`src/rtl/rvvi_trace_encoder.sv`:
```
// Captures per-retirement RVVI records into a small FIFO and serializes each
// into a framed stream of 32-bit words (header, insn, pc, optional rd/csr).
module rvvi_trace_encoder #(
    parameter int unsigned XLEN  = 64,
    parameter int unsigned DEPTH = 4
) (
    input  logic            clk,
    input  logic            reset_n,
    input  logic            in_valid,
    output logic            in_ready,
    input  logic [31:0]     in_insn,
    input  logic [XLEN-1:0] in_pc,
    input  logic            in_trap,
    input  logic [1:0]      in_mode,
    input  logic            in_rd_wb,
    input  logic [4:0]      in_rd_idx,
    input  logic [XLEN-1:0] in_rd_data,
    input  logic            in_csr_wb,
    input  logic [11:0]     in_csr_addr,
    input  logic [XLEN-1:0] in_csr_data,
    output logic            out_valid,
    input  logic            out_ready,
    output logic [31:0]     out_data,
    output logic            out_last,
    output logic            overflow,
    output logic [15:0]     drop_count
);

    localparam int unsigned W  = XLEN / 32;
    localparam int unsigned PW = $clog2(DEPTH);

    typedef struct packed {
        logic [7:0]      seq;
        logic [31:0]     insn;
        logic [XLEN-1:0] pc;
        logic            trap;
        logic [1:0]      mode;
        logic            rd_wb;
        logic [4:0]      rd_idx;
        logic [XLEN-1:0] rd_data;
        logic            csr_wb;
        logic [11:0]     csr_addr;
        logic [XLEN-1:0] csr_data;
    } rec_t;

    typedef enum logic [2:0] {
        IDLE,
        HDR,
        INSN,
        PC,
        RD,
        CSRA,
        CSRD
    } state_t;

    rec_t          mem [DEPTH];
    rec_t          head;
    rec_t          rec_in;
    logic [PW-1:0] wr_ptr;
    logic [PW-1:0] rd_ptr;
    logic [PW:0]   count;
    logic [7:0]    seq;
    state_t        state;
    state_t        state_nx;
    logic          sub;
    logic          sub_nx;
    logic          full;
    logic          push;
    logic          drop;
    logic          pop;
    logic          out_fire;
    logic          is_last;
    logic          last_sub;
    logic          more_queued;
    logic [3:0]    n_words;
    logic [31:0]   hdr_word;

    function automatic logic [31:0] pick(input logic [XLEN-1:0] v, input logic s);
        logic [XLEN-1:0] t;
        t = v >> {s, 5'd0};
        return t[31:0];
    endfunction

    assign full     = (count == (PW+1)'(DEPTH));
    assign in_ready = !full;
    assign push     = in_valid && !full;
    assign drop     = in_valid && full;
    assign head     = mem[rd_ptr];
    assign out_fire = out_valid && out_ready;
    assign pop      = out_fire && is_last;
    assign last_sub = (sub == 1'(W - 1));
    // A record pushed during the final-word handshake still counts as queued.
    assign more_queued = (count != (PW+1)'(1)) || push;

    assign rec_in = '{
        seq:      seq,
        insn:     in_insn,
        pc:       in_pc,
        trap:     in_trap,
        mode:     in_mode,
        rd_wb:    in_rd_wb,
        rd_idx:   in_rd_idx,
        rd_data:  in_rd_data,
        csr_wb:   in_csr_wb,
        csr_addr: in_csr_addr,
        csr_data: in_csr_data
    };

    always_ff @(posedge clk) begin
        if (push) begin
            mem[wr_ptr] <= rec_in;
        end
    end

    always_ff @(posedge clk or negedge reset_n) begin
        if (!reset_n) begin
            wr_ptr     <= '0;
            rd_ptr     <= '0;
            count      <= '0;
            seq        <= '0;
            overflow   <= 1'b0;
            drop_count <= '0;
            state      <= IDLE;
            sub        <= 1'b0;
        end else begin
            if (in_valid) begin
                seq <= seq + 8'd1;
            end
            if (push) begin
                wr_ptr <= wr_ptr + 1'b1;
            end
            if (pop) begin
                rd_ptr <= rd_ptr + 1'b1;
            end
            if (push && !pop) begin
                count <= count + 1'b1;
            end else if (pop && !push) begin
                count <= count - 1'b1;
            end
            if (drop) begin
                overflow <= 1'b1;
                if (drop_count != '1) begin
                    drop_count <= drop_count + 16'd1;
                end
            end
            state <= state_nx;
            sub   <= sub_nx;
        end
    end

    always_comb begin
        state_nx = state;
        sub_nx   = sub;
        is_last  = 1'b0;
        case (state)
            IDLE: begin
                if (count != '0) state_nx = HDR;
            end
            HDR: begin
                if (out_fire) state_nx = INSN;
            end
            INSN: begin
                if (out_fire) begin
                    state_nx = PC;
                    sub_nx   = 1'b0;
                end
            end
            PC: begin
                is_last = last_sub && !head.rd_wb && !head.csr_wb;
                if (out_fire) begin
                    if (!last_sub) begin
                        sub_nx = sub + 1'b1;
                    end else begin
                        sub_nx = 1'b0;
                        if (head.rd_wb)       state_nx = RD;
                        else if (head.csr_wb) state_nx = CSRA;
                        else                  state_nx = more_queued ? HDR : IDLE;
                    end
                end
            end
            RD: begin
                is_last = last_sub && !head.csr_wb;
                if (out_fire) begin
                    if (!last_sub) begin
                        sub_nx = sub + 1'b1;
                    end else begin
                        sub_nx = 1'b0;
                        if (head.csr_wb) state_nx = CSRA;
                        else             state_nx = more_queued ? HDR : IDLE;
                    end
                end
            end
            CSRA: begin
                if (out_fire) begin
                    state_nx = CSRD;
                    sub_nx   = 1'b0;
                end
            end
            CSRD: begin
                is_last = last_sub;
                if (out_fire) begin
                    if (!last_sub) begin
                        sub_nx = sub + 1'b1;
                    end else begin
                        sub_nx   = 1'b0;
                        state_nx = more_queued ? HDR : IDLE;
                    end
                end
            end
            default: state_nx = IDLE;
        endcase
    end

    always_comb begin
        n_words = 4'd1 + 4'(W)
                + (head.rd_wb  ? 4'(W)        : 4'd0)
                + (head.csr_wb ? 4'd1 + 4'(W) : 4'd0);
        hdr_word = {8'hA5, head.seq, n_words, head.trap, head.mode,
                    head.rd_wb, head.csr_wb, 2'b00,
                    head.rd_wb ? head.rd_idx : 5'd0};
    end

    always_comb begin
        out_data = '0;
        case (state)
            HDR:     out_data = hdr_word;
            INSN:    out_data = head.insn;
            PC:      out_data = pick(head.pc, sub);
            RD:      out_data = pick(head.rd_data, sub);
            CSRA:    out_data = {20'b0, head.csr_addr};
            CSRD:    out_data = pick(head.csr_data, sub);
            default: out_data = '0;
        endcase
    end

    assign out_valid = (state != IDLE);
    assign out_last  = is_last;

endmodule
```
`config.mk`:
```
export PLATFORM = sky130hd
export DESIGN_NAME = rvvi_trace_encoder
export DESIGN_NICKNAME = d
export VERILOG_FILES = /design/src/rtl/rvvi_trace_encoder.sv
export SDC_FILE = /design/constraint.sdc
export NUM_CORES = 1
export LEC_CHECK = 0
export CORE_ASPECT_RATIO = 2
export CORE_MARGIN = 2
export CORE_UTILIZATION = 45
export DETAILED_ROUTE_END_ITERATION = 8
export PLACE_DENSITY = 0.75
export SLEW_MARGIN = 20
export SYNTH_ARGS = -nofsm -noshare
export SYNTH_HDL_FRONTEND = slang
export SYNTH_SLANG_ARGS = --single-unit
```
`constraint.sdc`:
```
create_clock -name clk -period 9.7 [get_ports clk]
set_input_delay 0.97 -clock clk [delete_from_list [all_inputs] [get_ports clk]]
set_output_delay 0.97 -clock clk [all_outputs]
set_load 0.03 [all_outputs]
```
* Yosys cells after proc, flatten, opt, wreduce, memory -nomap -nowiden
Memories as Yosys holds them, arrays and structs flattened. Index checks and enable logic that the tools add are counted.
Operators by class: add/sub/neg operators 9, equal/unequal tests 21, shift-type cells 3, mux-type cells 27, reduce and logical (&&, ||, !) cells 25
Operators by type and width (number):
- case mux 32 bit (6 select lines) | 1
- right shift 64 x 6 -> 32 bit | 3
- 2-to-1 mux 3 bit | 14
- case mux 3 bit (7 select lines) | 1
- != test 2 bit, second input constant | 10
- adder 16 x 1 -> 16 bit, second input constant | 1
- != test 16 bit, second input constant | 1
- == test 3 bit, second input constant | 4
- AND reduction 10 bit | 1
- logical AND 1 bit | 9
- adder 8 x 1 -> 8 bit, second input constant | 1
- == test 3 x 2 -> 1 bit, second input constant | 2
- 2-to-1 mux 1 bit | 6
- nonzero test 3 bit | 2
- zero test 1 bit | 5
- 2-to-1 mux 5 bit | 1
- adder 2 x 1 -> 2 bit, second input constant | 2
- adder 3 x 2 -> 4 bit | 1
- 2-to-1 mux 2 bit | 2
- != test 2 x 1 -> 1 bit, second input constant | 2
- nonzero test 2 bit | 2
- adder 2 x 2 -> 3 bit, first input constant | 1
- adder 3 x 1 -> 3 bit, second input constant | 1
- == test 3 x 1 -> 1 bit, second input constant | 1
- other kinds (11) | 11
Word-level totals: flip-flop bits (word level) 36, RAM bits 1016, output and inout port bits 52, memories 1
Memory list:
- mem | depth 4, bits a word 254, read ports 1, clocked after Yosys merged registers in 0, wr ports 1, line 56 | rec_t mem [DEPTH];

* Longest topological paths before layout
Gate-level depths: netlist (run 1).
word-level depth 10, depth in mapped cells 10, depth with buffers taken out 8

* Worst setup path before layout (run 1)
OpenSTA, ideal clock, no wires.
kind in2reg, start input port in_valid, end memory mem[0][0] in the netlist's numbering (enable), arrival time 7.155 ns, required time 9.051 ns, setup slack 1.896 ns, stages on the path 2, path through clkbuf_1 > and3_1
Between the ends: cells in the longest elaborated chain, start to end 3
RTL lines:
- start, declared | line 9 | input logic in_valid,
- logical AND 1 bit | line 86 | assign push = in_valid && !full;
- 2-to-1 mux 1 bit | line 110 | if (push) begin
- 2-to-1 mux 1 bit (implied by the code) | line 111 | mem[wr_ptr] <= rec_in;
- end, declared | line 56
Every way passes these cells.

* Worst setup path in the final report (run 1)
start register rd_ptr[0], end output port out_data[1]
Between the ends: cells in the longest elaborated chain, start to end 3, elaborated cells on any way between the ends 6
RTL lines:
- start, declared | line 60 | logic [PW-1:0] rd_ptr;
- start signal, assigned | line 133 | rd_ptr <= rd_ptr + 1'b1;
- memory read (4 x 254 bit) (*)
- right shift 64 x 6 -> 32 bit / 2-to-1 mux 5 bit (equally long branches) | line 80, 220
- case mux 32 bit (6 select lines) (*) | line 225 | case (state)
- end, declared | line 23 | output logic [31:0] out_data,
Mark *: on every way between the ends. The rest lies on a longest branch, timed or not.

==> results.cfg, run 1 <==
[final_layout]
drive_gt1_frac = 0.180
nets = 2489
area_delta_synth_final_pct = 18.0
n_fill_cell = 6723

[global_routing]
grt_overflow_total = 0
grt_max_degree = 148
grt_usage = 0.192
grt_pass1_vias = 20400
antenna_found_initial = 53
grt_pass1_wl_microns = 132000

[power]
power.switching_mw = 4.44
clockPowerShare = 0.259
finalPower_mw = 14.3
combPwrFrac = 0.298
p_leak_nw = 15.2
swShare = 0.310
ir_worst_vdd_mv = 0.252
p_per_area_nw_per_um2 = 299
internal-power_mw = 9.89
pwr-share-seq = 0.443

[synthesis]
muxShareOfSynthArea = 0.149
synthArstFlopShare = 0.0342
seq_area_frac_synth = 0.772
syn_area_sq_um = 40700
synth_xor_xnor_area_share = 0.00625
synth_top_family_by_area = multiplexers
synth_seq_cells = 1052
synth_cells = 1904
ys_types = 55
avgSynthCellArea_sq_um = 21.4
synth.area.top_cells = edfxtp_1 75%, mux4_2 12%, mux2i_1 2.6%, dfrtp_1 2.2%, buf_2 0.52%
synth-simple-area-share = 0.0223
synth.top_cell.area_share = 0.750
synth_compound_area_frac = 0.0305
synthAdderAreaFrac = 0.00400
ys_top_cells_by_count = 1016 x edfxtp_1, 217 x mux4_2, 104 x mux2i_1, 51 x nand2_1, 42 x buf_2
ys.flop_type = edfxtp_1
syn-num-nets = 2167
synth_top_area_cell = edfxtp_1
synth-warning-count = 0
synth_edf_count = 1016
yosysMostFrequentCell = edfxtp_1

[detailed_routing]
vias = 20100
post-route-drc-count = 0
vias_per_cell = 5.76
drt_iter0_markers = 2130
drt.antenna.violating_nets = 0
firstDrtPassIters = 6
drt-total-wl_microns = 89300
wl_per_cell_microns = 25.5

[clocking]
cts_tree = built
cts-root-buf = clkbuf_16
clock_path_buffers = 3
hold_buffers = 0
clkSinkCount = 1052
cts_resized = 0
post_cts_buffers = 0
cts_buffers = 93
htreeDepth = 3
clock_latency_ps = 650
clk_pin_slew_ps = 70

[die]
core.rowCount = 156
initial_core_util = 0.452
dieHeight_microns = 429
core_area_sq_um = 90000
die_w_microns = 217
die_area_sq_um = 92900
ios = 302

[sta]
slew_viol_final = 0
rsz0062_at_grt = false
setup_violations = 0
layout_min_cycle_time_ps = 5780
hold_violations = 0
max_freq_mhz = 173
max-slew-margin-rel = 0.258
hold-worst-slack_ps = 456
worst_clock_skew_ps = 27.6
period_share = 0.596
tns_ps = 0
worst_pin_slew_ps = 1110

[worst_setup_path]
reg2reg_depth = 6
worstPathRequired_ps = 8730
r2r-end = mem[0][153]$_DFFE_PP_
crit_arrival_ps = 4810
critPathKind = flip-flop to output pin
r2r_slack_ps = 5850
critPathLaunchType = flip-flop
r2r-start = count[0]$_DFFE_PN0P_
crit_fanout = 104
cp-end-kind = output pin

[place]
dp_hpwl_microns = 54200
gp_congestion = 0.781
numPortBuffers = 301

[outcome]
outcome = finished, final reports clean

[min_path]
hp-class = input port to asynchronous set/reset pin

[run]
maxCapViolations = 0
how the worst max path moves through the flow:
stage | slack, ps | cells after the start | startpoint | end
detailed placement | 4530 | 7 | rd_ptr[0]$_DFFE_PN0P_ | out_data[1]
finish | 3920 | 7 | rd_ptr[0]$_DFFE_PN0P_ | out_data[1]
floorplan | 1900 | 2 | in_valid | mem[0][0]$_DFFE_PP_
global placement | 4540 | 7 | rd_ptr[0]$_DFFE_PN0P_ | out_data[1]
global route | 3690 | 7 | rd_ptr[0]$_DFFE_PN0P_ | out_data[1]
CTS | 3820 | 7 | rd_ptr[0]$_DFFE_PN0P_ | out_data[1]
per-layer routing:
| metal | vias up | share of wire | track usage |
|---|---|---|---|
| met2 | 904 | 0.45 | 0.280 |
| met4 | 92 | 0.022 | 0.0483 |
| met3 | 201 | 0.12 | 0.0829 |
| met1 | 10400 | 0.40 | 0.266 |
| li1 | 8565 | - | - |
| met5 | - | 0.0065 | 0 |
cell families (layout without fill, tap and decap cells):
group           Yosys count  count (layout)
mux                     331             331
compound gates          182             182
simple gates            184             184
xor+xnor                 29              29
flops                  1052            1052
other cells               0              12
buf+inv                 113             508
fa+ha+maj                13              13
per-stage QoR:
step | worst slack, ps | util | cell area [sq um] | cells
global placement | 4540 | 0.499 | 44900 | 3316
detailed placement | 4530 | 0.499 | 44900 | 3316
finish | 3920 | 0.533 | 48000 | 3496
global route | 3690 | 0.533 | 47900 | 3484
CTS | 3820 | 0.533 | 47900 | 3484
floorplan | 1900 | - | 40700 | 1904
cell usage in the layout, fill, tap and decap left out, drive strengths merged, types with 8 or more instances in the layout:
cell and n:
ha 13, nand3 12, o21ai 50, o22ai 32, diode 12, buf 27
mux2i 104, nor2b 15, nor3 12, a211oi 20, mux2 10, xnor2 17
a22o 14, clkdlybuf4s50 300, edfxtp 1016, clkbuf 115, xor2 12, mux4 217
inv 16, or3 8, o211ai 12, nand2 52, a22oi 12, nand2b 8
and3 12, dfrtp 36, nor2 39, bufinv 11, a21oi 15, clkinv 35
flip-flops by register name, summed over array words and instances (netlist names):
signal and count:
rd_ptr 2, seq 8, state 3, last_sub 1, mem 1016, count 3, overflow 1, wr_ptr 2
drop_count 16
layout make-up:
cell class              count  area [sq um]  share of cell area
flip-flops and latches   1052         31400               0.655
multi-input cells         739          8660               0.180
repair buffers            327          3270              0.0681
clock buffers             115          2500              0.0522
well taps                1185          1480              0.0309
clock inverters            53           562              0.0117
inverters                  13          48.8             0.00102
diodes                     12          30.0            0.000626
power groups by stage:
stage | combinational, mW | sequential [mW] | clock, mW
floorplan | 2.98 | 6.49 | 0
global placement | 4.29 | 6.38 | 0
detailed placement | 4.30 | 6.44 | 0
CTS | 4.33 | 6.36 | 3.76
global route | 4.55 | 6.43 | 3.93
finish | 4.27 | 6.35 | 3.71
critical path, stage by stage (launching register included):
cell	delay, ps
dfrtp_4	820
buf_12	670
mux4_2	450
inv_1	70
nor2_1	780
a22oi_1	220
o2111ai_1	280
clkdlybuf4s50_1	770
No activity file was read; power rests on OpenSTA's default activity.
==> inputs of run 2 (changes only) <==
Settings changed: PLACE_DENSITY 0.75 to 0.77.
Clock period 9.7 ns to 5 ns, I/O delays scaled along.
==> results.cfg, run 2 (same netlist as run 1, synthesis figures left out) <==
[sta]
hold_violations = 0
setup_violations = 0
tns_ps = 0
period_share = 0.968
max_freq_mhz = 207
rsz0062_at_grt = false
hold-worst-slack_ps = 459
worst_pin_slew_ps = 1090
max-slew-margin-rel = 0.275
slew_viol_final = 0
layout_min_cycle_time_ps = 4840
worst_clock_skew_ps = 31.5

[power]
swShare = 0.309
combPwrFrac = 0.303
power.switching_mw = 8.68
p_per_area_nw_per_um2 = 580
clockPowerShare = 0.258
ir_worst_vdd_mv = 0.454
p_leak_nw = 15.4
pwr-share-seq = 0.439
internal-power_mw = 19.4

[clocking]
cts_tree = built
post_cts_buffers = 0
htreeDepth = 3
cts-root-buf = clkbuf_16
cts_buffers = 93
clkSinkCount = 1052
clk_pin_slew_ps = 70
hold_buffers = 1
cts_resized = 0
clock_latency_ps = 670
clock_path_buffers = 3

[final_layout]
reg.largest.list = mem: 1016 flops, drop_count: 16 flops, seq: 8 flops
final_common_cell = edfxtp_1
regArea_sq_um = 31400
multi_input_area_sq_um = 8650
n_fill_cell = 6643
largest_reg_flops = 1016
largest_register = mem
area_delta_synth_final_pct = 19.0
drive_gt1_frac = 0.190
nets = 2519
final_cell_mix = 1016 x edfxtp_1, 300 x clkdlybuf4s50_1, 217 x mux4_2

[die]
dieHeight_microns = 429
core_area_sq_um = 90000
initial_core_util = 0.452
core.rowCount = 156
ios = 302
die_w_microns = 217
die_area_sq_um = 92900

[worst_setup_path]
worstPathRequired_ps = 4500
critPathLaunchType = flip-flop
critPathKind = flip-flop to output pin
reg2reg_depth = 7
crit_fanout = 19
cp-end-kind = output pin
crit_arrival_ps = 4340

[detailed_routing]
drt-total-wl_microns = 91400
post-route-drc-count = 0
wl_per_cell_microns = 25.9
vias_per_cell = 5.81
vias = 20500
drt.antenna.violating_nets = 0
drt_iter0_markers = 2083
firstDrtPassIters = 5

[global_routing]
met1_usage = 0.261
grt_usage = 0.197
grt_overflow_total = 0
grt_max_degree = 83
grt.busiest_layer = met2
grt_use_met2 = 0.299
antenna_found_initial = 51
grt_pass1_wl_microns = 134000
grt_pass1_vias = 20800
met3_usage = 0.0801

[run]
maxCapViolations = 0

[place]
numPortBuffers = 301
dp_hpwl_microns = 57200
gp_congestion = 0.764

[min_path]
whs_path_depth = 1
hp-class = input port to flip-flop

[outcome]
outcome = finished, final reports clean
run 2: cell count changes in the layout (fill, tap and decap cells not counted), sizes merged, moves of 2 or more:
cell / previous run / this run
buf: 27 / 56
clkinv: 35 / 40
clkinvlp: 4 / 2
inv: 16 / 14
run 2: worst max-delay path, stage by stage (launching register included):
cell	delay, ps
dfrtp_1	650
nand2b_1	600
a21oi_2	940
buf_4	330
o211ai_1	140
o2111ai_1	230
clkdlybuf4s50_1	770
run 2: final cells by class:
| class | count | share of cell area |
|---|---|---|
| multi-input cells | 739 | 0.179 |
| inverters | 13 | 0.00101 |
| repair buffers | 357 | 0.0758 |
| diodes | 13 | 0.000672 |
| well taps | 1185 | 0.0306 |
| clock buffers | 115 | 0.0517 |
| flip-flops and latches | 1052 | 0.649 |
| clock inverters | 55 | 0.0123 |
run 2: power groups by stage:
stage / logic (mW) / registers [mW] / clock network [mW]
after floorplan: 5.78 / 12.3 / 0
after global placement: 8.44 / 12.4 / 0
after detailed placement: 8.50 / 12.5 / 0
after CTS: 8.60 / 12.3 / 7.32
after global routing: 9.03 / 12.5 / 7.63
final: 8.50 / 12.3 / 7.23
run 2: worst paths after layout:
check / slack (ps) / end / start
setup / recovery: 160 / out_data[3] / state[0]$_DFFE_PN0P_
hold / removal: 460 / mem[0][218]$_DFFE_PP_ / in_insn[4]
setup reg to reg: 1850 / count[2]$_DFFE_PN0P_ / rd_ptr[1]$_DFFE_PN0P_
hold reg to reg: 480 / overflow$_DFFE_PN0P_ / overflow$_DFFE_PN0P_
max in group asynchronous: 3810 / rd_ptr[1]$_DFFE_PN0P_ / reset_n
min in group asynchronous: 510 / drop_count[11]$_DFFE_PN0P_ / reset_n
run 2: per-stage QoR:
step                setup slack, ps  instances  power, mW  area [sq um]  utilization
floorplan                       428       1904       18.1         40700            -
global placement                941       3345       20.8         45300        0.503
detailed placement              948       3345       21.0         45300        0.503
CTS                             209       3516       28.3         48400        0.538
global route                   42.0       3516       29.1         48400        0.538
finish                          158       3529       28.1         48400        0.538
run 2: metal layers:
| metal | up-vias | routed length, microns |
|---|---|---|
| met5 | - | 536 |
| met3 | 206 | 12000 |
| li1 | 8646 | - |
| met1 | 10500 | 34400 |
| met4 | 88 | 2190 |
| met2 | 1017 | 42300 |
==> inputs of run 3 (changes only) <==
Settings changed: ABC_AREA set to 1.
==> results.cfg, run 3 <==
[outcome]
outcome = finished, final reports clean

[global_routing]
grt_pass1_vias = 27400
grt_overflow_total = 0
grt.busiest_layer = met2
met1_usage = 0.269
grt_max_degree = 173
grt_pass1_wl_microns = 167000
met3_usage = 0.0498
grt_usage = 0.230
antenna_found_initial = 49
grt_use_met2 = 0.402

[worst_setup_path]
critPathBufInv = 3
critPathLaunchType = flip-flop
r2r_slack_ps = 1960
worstPathRequired_ps = 4500
crit_path_max_incr_delay_ps = 740
cp-end-kind = output pin
crit_arrival_ps = 3990
cp_cell_sequence = inv_8 > nand2_1 > nand3_1 > nand2_1 > inv_1 > nand2_1 > nor2_1 > nor2_1 > nand3_1 > clkdlybuf4s50_1
critPathTopFamily = simple AND/OR/NAND/NOR gates
critPathKind = flip-flop to output pin
r2r-end = count[2]$_DFFE_PN0P_
reg2reg_depth = 12
crit_fanout = 104
r2r-start = state[2]$_DFFE_PN0P_
crit_slowest_cell = dfrtp_4
path_common_cell = nand2_1

[detailed_routing]
firstDrtPassIters = 5
vias_per_cell = 5.55
post-route-drc-count = 0
drt-total-wl_microns = 114000
drt_iter0_markers = 2902
vias = 28200
wl_per_cell_microns = 22.4
drt.antenna.violating_nets = 0

[sta]
period_share = 0.898
hold_violations = 0
rsz0062_at_grt = false
tns_ps = 0
max_freq_mhz = 223
layout_min_cycle_time_ps = 4490
worst_clock_skew_ps = 33.4
setup_violations = 0
max-slew-margin-rel = 0.270
worst_pin_slew_ps = 1100
slew_viol_final = 0
layout_setup_ws_ps = 510
hold-worst-slack_ps = 435

[power]
finalPower_mw = 28.4
p_leak_nw = 17.8
ir_worst_vdd_mv = 0.558
p_per_area_nw_per_um2 = 570

[final_layout]
final_util = 0.532
drive_gt1_frac = 0.0560
fin_cells = 5091
reg.largest.list = mem: 1016 flops, drop_count: 16 flops, seq: 8 flops
final_cell_mix = 1043 x nand2_1, 1016 x edfxtp_1, 367 x nand3_1
final_common_cell = nand2_1
design_area_sq_um = 49800
area_delta_synth_final_pct = 17.3
largest_reg_flops = 1016
largest_register = mem
nets = 4044

[synthesis]
ys_top_cells_by_count = 1045 x nand2_1, 1016 x edfxtp_1, 368 x nor2_1, 367 x nand3_1, 252 x o21ai_0
synth_cells = 3550
synthArstFlopShare = 0.0342
synth_seq_cells = 1052
yosysMostFrequentCell = nand2_1
synth_top_area_cell = edfxtp_1
synth.top_cell.area_share = 0.718
syn_area_sq_um = 42500
synth-warning-count = 0
avgSynthCellArea_sq_um = 12.0
syn-num-nets = 3813
seq_area_frac_synth = 0.739
synth_edf_count = 1016
ys_types = 33
ys.flop_type = edfxtp_1
synth.area.top_cells = edfxtp_1 72%, nand2_1 9.2%, nand3_1 4.3%, nor2_1 3.3%, o21ai_0 3.0%

[min_path]
worstHoldEndpoint = mem[0][146]$_DFFE_PP_
min_from = in_rd_wb
whs_path_depth = 1
hp-class = input port to flip-flop

[place]
dpl_cell_area_sq_um = 46700
gp_congestion = 0.842
dp_hpwl_microns = 69500
place_inst = 4895
dp_slack_ps = 1300
numPortBuffers = 301

[die]
die_w_microns = 221
core.rowCount = 159
initial_core_util = 0.453
dieHeight_microns = 439
die_area_sq_um = 97000
core_area_sq_um = 93700
ios = 302

[clocking]
cts-root-buf = clkbuf_16
clk_pin_slew_ps = 70
clock_latency_ps = 700
cts_tree = built
clock_path_buffers = 3
hold_buffers = 1
post_cts_buffers = 0
clkSinkCount = 1052
cts_resized = 0
htreeDepth = 3
cts_buffers = 90

[run]
maxCapViolations = 0
## run 3: cell type report
type	instances	area [sq um]
fillers	7543	43900
flip-flops and latches	1052	31400
multi-input cells	2232	9920
repair buffers	339	3550
clock buffers	107	2350
well taps	1207	1510
clock inverters	60	746
inverters	66	268
diodes	28	70.1
## run 3: kinds of logic after synthesis
kind of cell	Yosys count	synth area share
AOI/OAI and AO/OA	361	0.0465
xor gates and xnor gates	22	0.00454
adders and majority gates	13	0.00383
buffers and inverters	266	0.0284
DFF	1052	0.739
and+or+nand+nor	1836	0.177
## run 3: worst max-delay path by stage
stage                                      from             endpoint  slack (ps)  depth (start not counted)
after global placement     state[0]$_DFFE_PN0P_         out_data[14]        1340                          9
after global routing      rd_ptr[0]$_DFFE_PN0P_          out_data[2]         400                          9
after detailed placement  rd_ptr[0]$_DFFE_PN0P_          out_data[3]        1300                         10
after floorplan            count[0]$_DFFE_PN0P_  mem[0][0]$_DFFE_PP_         -80                          5
final                     rd_ptr[0]$_DFFE_PN0P_          out_data[3]         510                         10
after CTS                 rd_ptr[0]$_DFFE_PN0P_          out_data[3]         500                         10
## run 3: power by group
part / leakage, nW / internal [mW] / switching [mW] / total, mW
sequential: 9.76 / 11.6 / 0.524 / 12.2
clock: 1.49 / 4.04 / 3.21 / 7.25
combinational: 6.51 / 2.54 / 6.46 / 9.00
## run 3: metal layers
metal,share of wire,wire [microns],up-vias
met1,0.36,41300,13800
met2,0.51,58300,1283
li1,-,-,12900
met5,0.0013,146,-
met3,0.083,9420,235
met4,0.042,4820,24
## run 3: worst reg2reg max path, stage by stage (launching register included)
cell and delay [ps]:
dfrtp_1 440, inv_2 160, nor2_8 70, clkinv_2 80
buf_4 470, buf_4 600, nand2_1 210, nand3_1 210
ha_1 310, nor2_1 120, o21ai_0 100, xor2_1 140
inv_1 50
==> edit, RTL diff (config.mk and constraints of run 3) <==
Set the parameter `DEPTH` to 2 (it was 4).
--- a/src/rtl/rvvi_trace_encoder.sv
+++ b/src/rtl/rvvi_trace_encoder.sv
@@ -4,3 +4,3 @@
     parameter int unsigned XLEN  = 64,
-    parameter int unsigned DEPTH = 4
+    parameter int unsigned DEPTH = 2
 ) (
Check against the original RTL: not equivalent (Yosys sat finds a counterexample within 4 cycles, from zero or initial values and one cycle with reset_n low).
==> edit against run 3 <==
  * Final cell count decreased by 41%
  * Count of clock-buffer cells in the layout is 51 lower
  * Power decreased by 45%
  * Synthesized area shrank 47%
  * Sequential cell count fell by 511
  * Worst setup slack better by 0.068 ns
  * Global-route usage grew 0.62 points
  * Wire length fell by 46%
  * Register-to-register slack worse by 0.08 ns
  * Final area is 44% lower
==> edit: results (changes against run 3) <==
Global routing
  – Total track usage: 23.7% (was 23.0%)
  – Met2 usage: 41.9% (was 40.2%)
  – GRT met3 Usage: 3.63% (was 4.98%)

Floorplan
  – Die ar.: 51700 µm² (was 97000 µm²)

Placed design
  – Placed cells: 2892 (was 4895)

Worst setup path
  – Max stage delay on crit path: 0.77 ns (was 0.74 ns)
  – Worst reg-to-reg path cell count: 8 (was 12)
  – Slowest CP cell: dfrtp_1 (was dfrtp_4)

Detailed routing
  – M1 WL: 22200 µm (was 41300 µm)
  – Max Used Layer: met4 (was met5)
  – Met2 WL: 32500 µm (was 58300 µm)

Clocking
  – Cts bufs inserted: 47 (was 90)

Finish
  – Multi-input combinational area share: 20.0% (was 19.9%)
  – Clock network area share: 5.96% (was 6.20%)
  – Top flop regs: mem (508), drop_count (16), seq (8) (was mem (1016), drop_count (16), seq (8))
  – Signal buffers: 316 (was 339)
  – Clk_buf instances: 56 (was 107)
  – Non-clock inverters: 95 (was 66)
  – Final instance area: 27700 µm² (was 49800 µm²)

Synthesis
  – Sequential-to-total area share from yosys stat: 71.8% (was 73.9%)
  – Post-synthesis adder-cell area fraction: 0.447% (was 0.383%)
  – Syn Nets: 2280 (was 3813)
  – List of most frequent post-synthesis cells: nand2_1, edfxtp_1, nor2_1, nand3_1, inv_1 (was nand2_1, edfxtp_1, nor2_1, nand3_1, o21ai_0)
  – Post-Synth XOR/XNOR Area: 0.821% (was 0.454%)
  – Synth Area in Compound Gates: 2.78% (was 4.65%)
  – Seq cells post-synth: 541 (was 1052)

STA
  – Worst Skew: 0.0136 ns (was 0.0334 ns)
  – Least-Margin Pin Slew: 1.12 ns (was 1.10 ns)

Outcome
  – Status: finished clean (unchanged)

Power and ir drop
  – NetSw: 5.67 mW (was 10.2 mW)
  – Combinational Power Share: 33.4% (was 31.7%)
[edit: changes by cell type after synthesis, moves of 32 or more]
| cell | before | now |
|---|---|---|
| edfxtp_1 | 1016 | 508 |
| clkbuf_1 | 49 | 17 |
| nand2_1 | 1045 | 739 |
| a21oi_1 | 32 | 66 |
| nand3_1 | 367 | 132 |
| o21ai_0 | 252 | 44 |
| o211ai_1 | 49 | 2 |
| nor2_1 | 368 | 231 |
| buf_2 | 120 | 65 |
[edit: kinds of logic after synthesis]
| family | after synthesis |
|---|---|
| buffers and inverters | 184 |
| adder cells (fa/ha/maj) | 8 |
| AND/OR/NAND/NOR | 1147 |
| XOR/XNOR | 21 |
| flip-flops | 541 |
| AO/OA/AOI/OAI | 121 |
[edit: final timing paths]
path / slack (ns) / start / endpoint
max in group asynchronous: 4.31 / reset_n / rd_ptr
min in group clk: 0.50 / overflow / overflow
min reg2reg: 0.50 / overflow / overflow
max: 0.58 / state[2] / out_data[12]
max reg2reg: 1.88 / state[2] / count[1]
min: 0.03 / reset_n / drop_count[10]
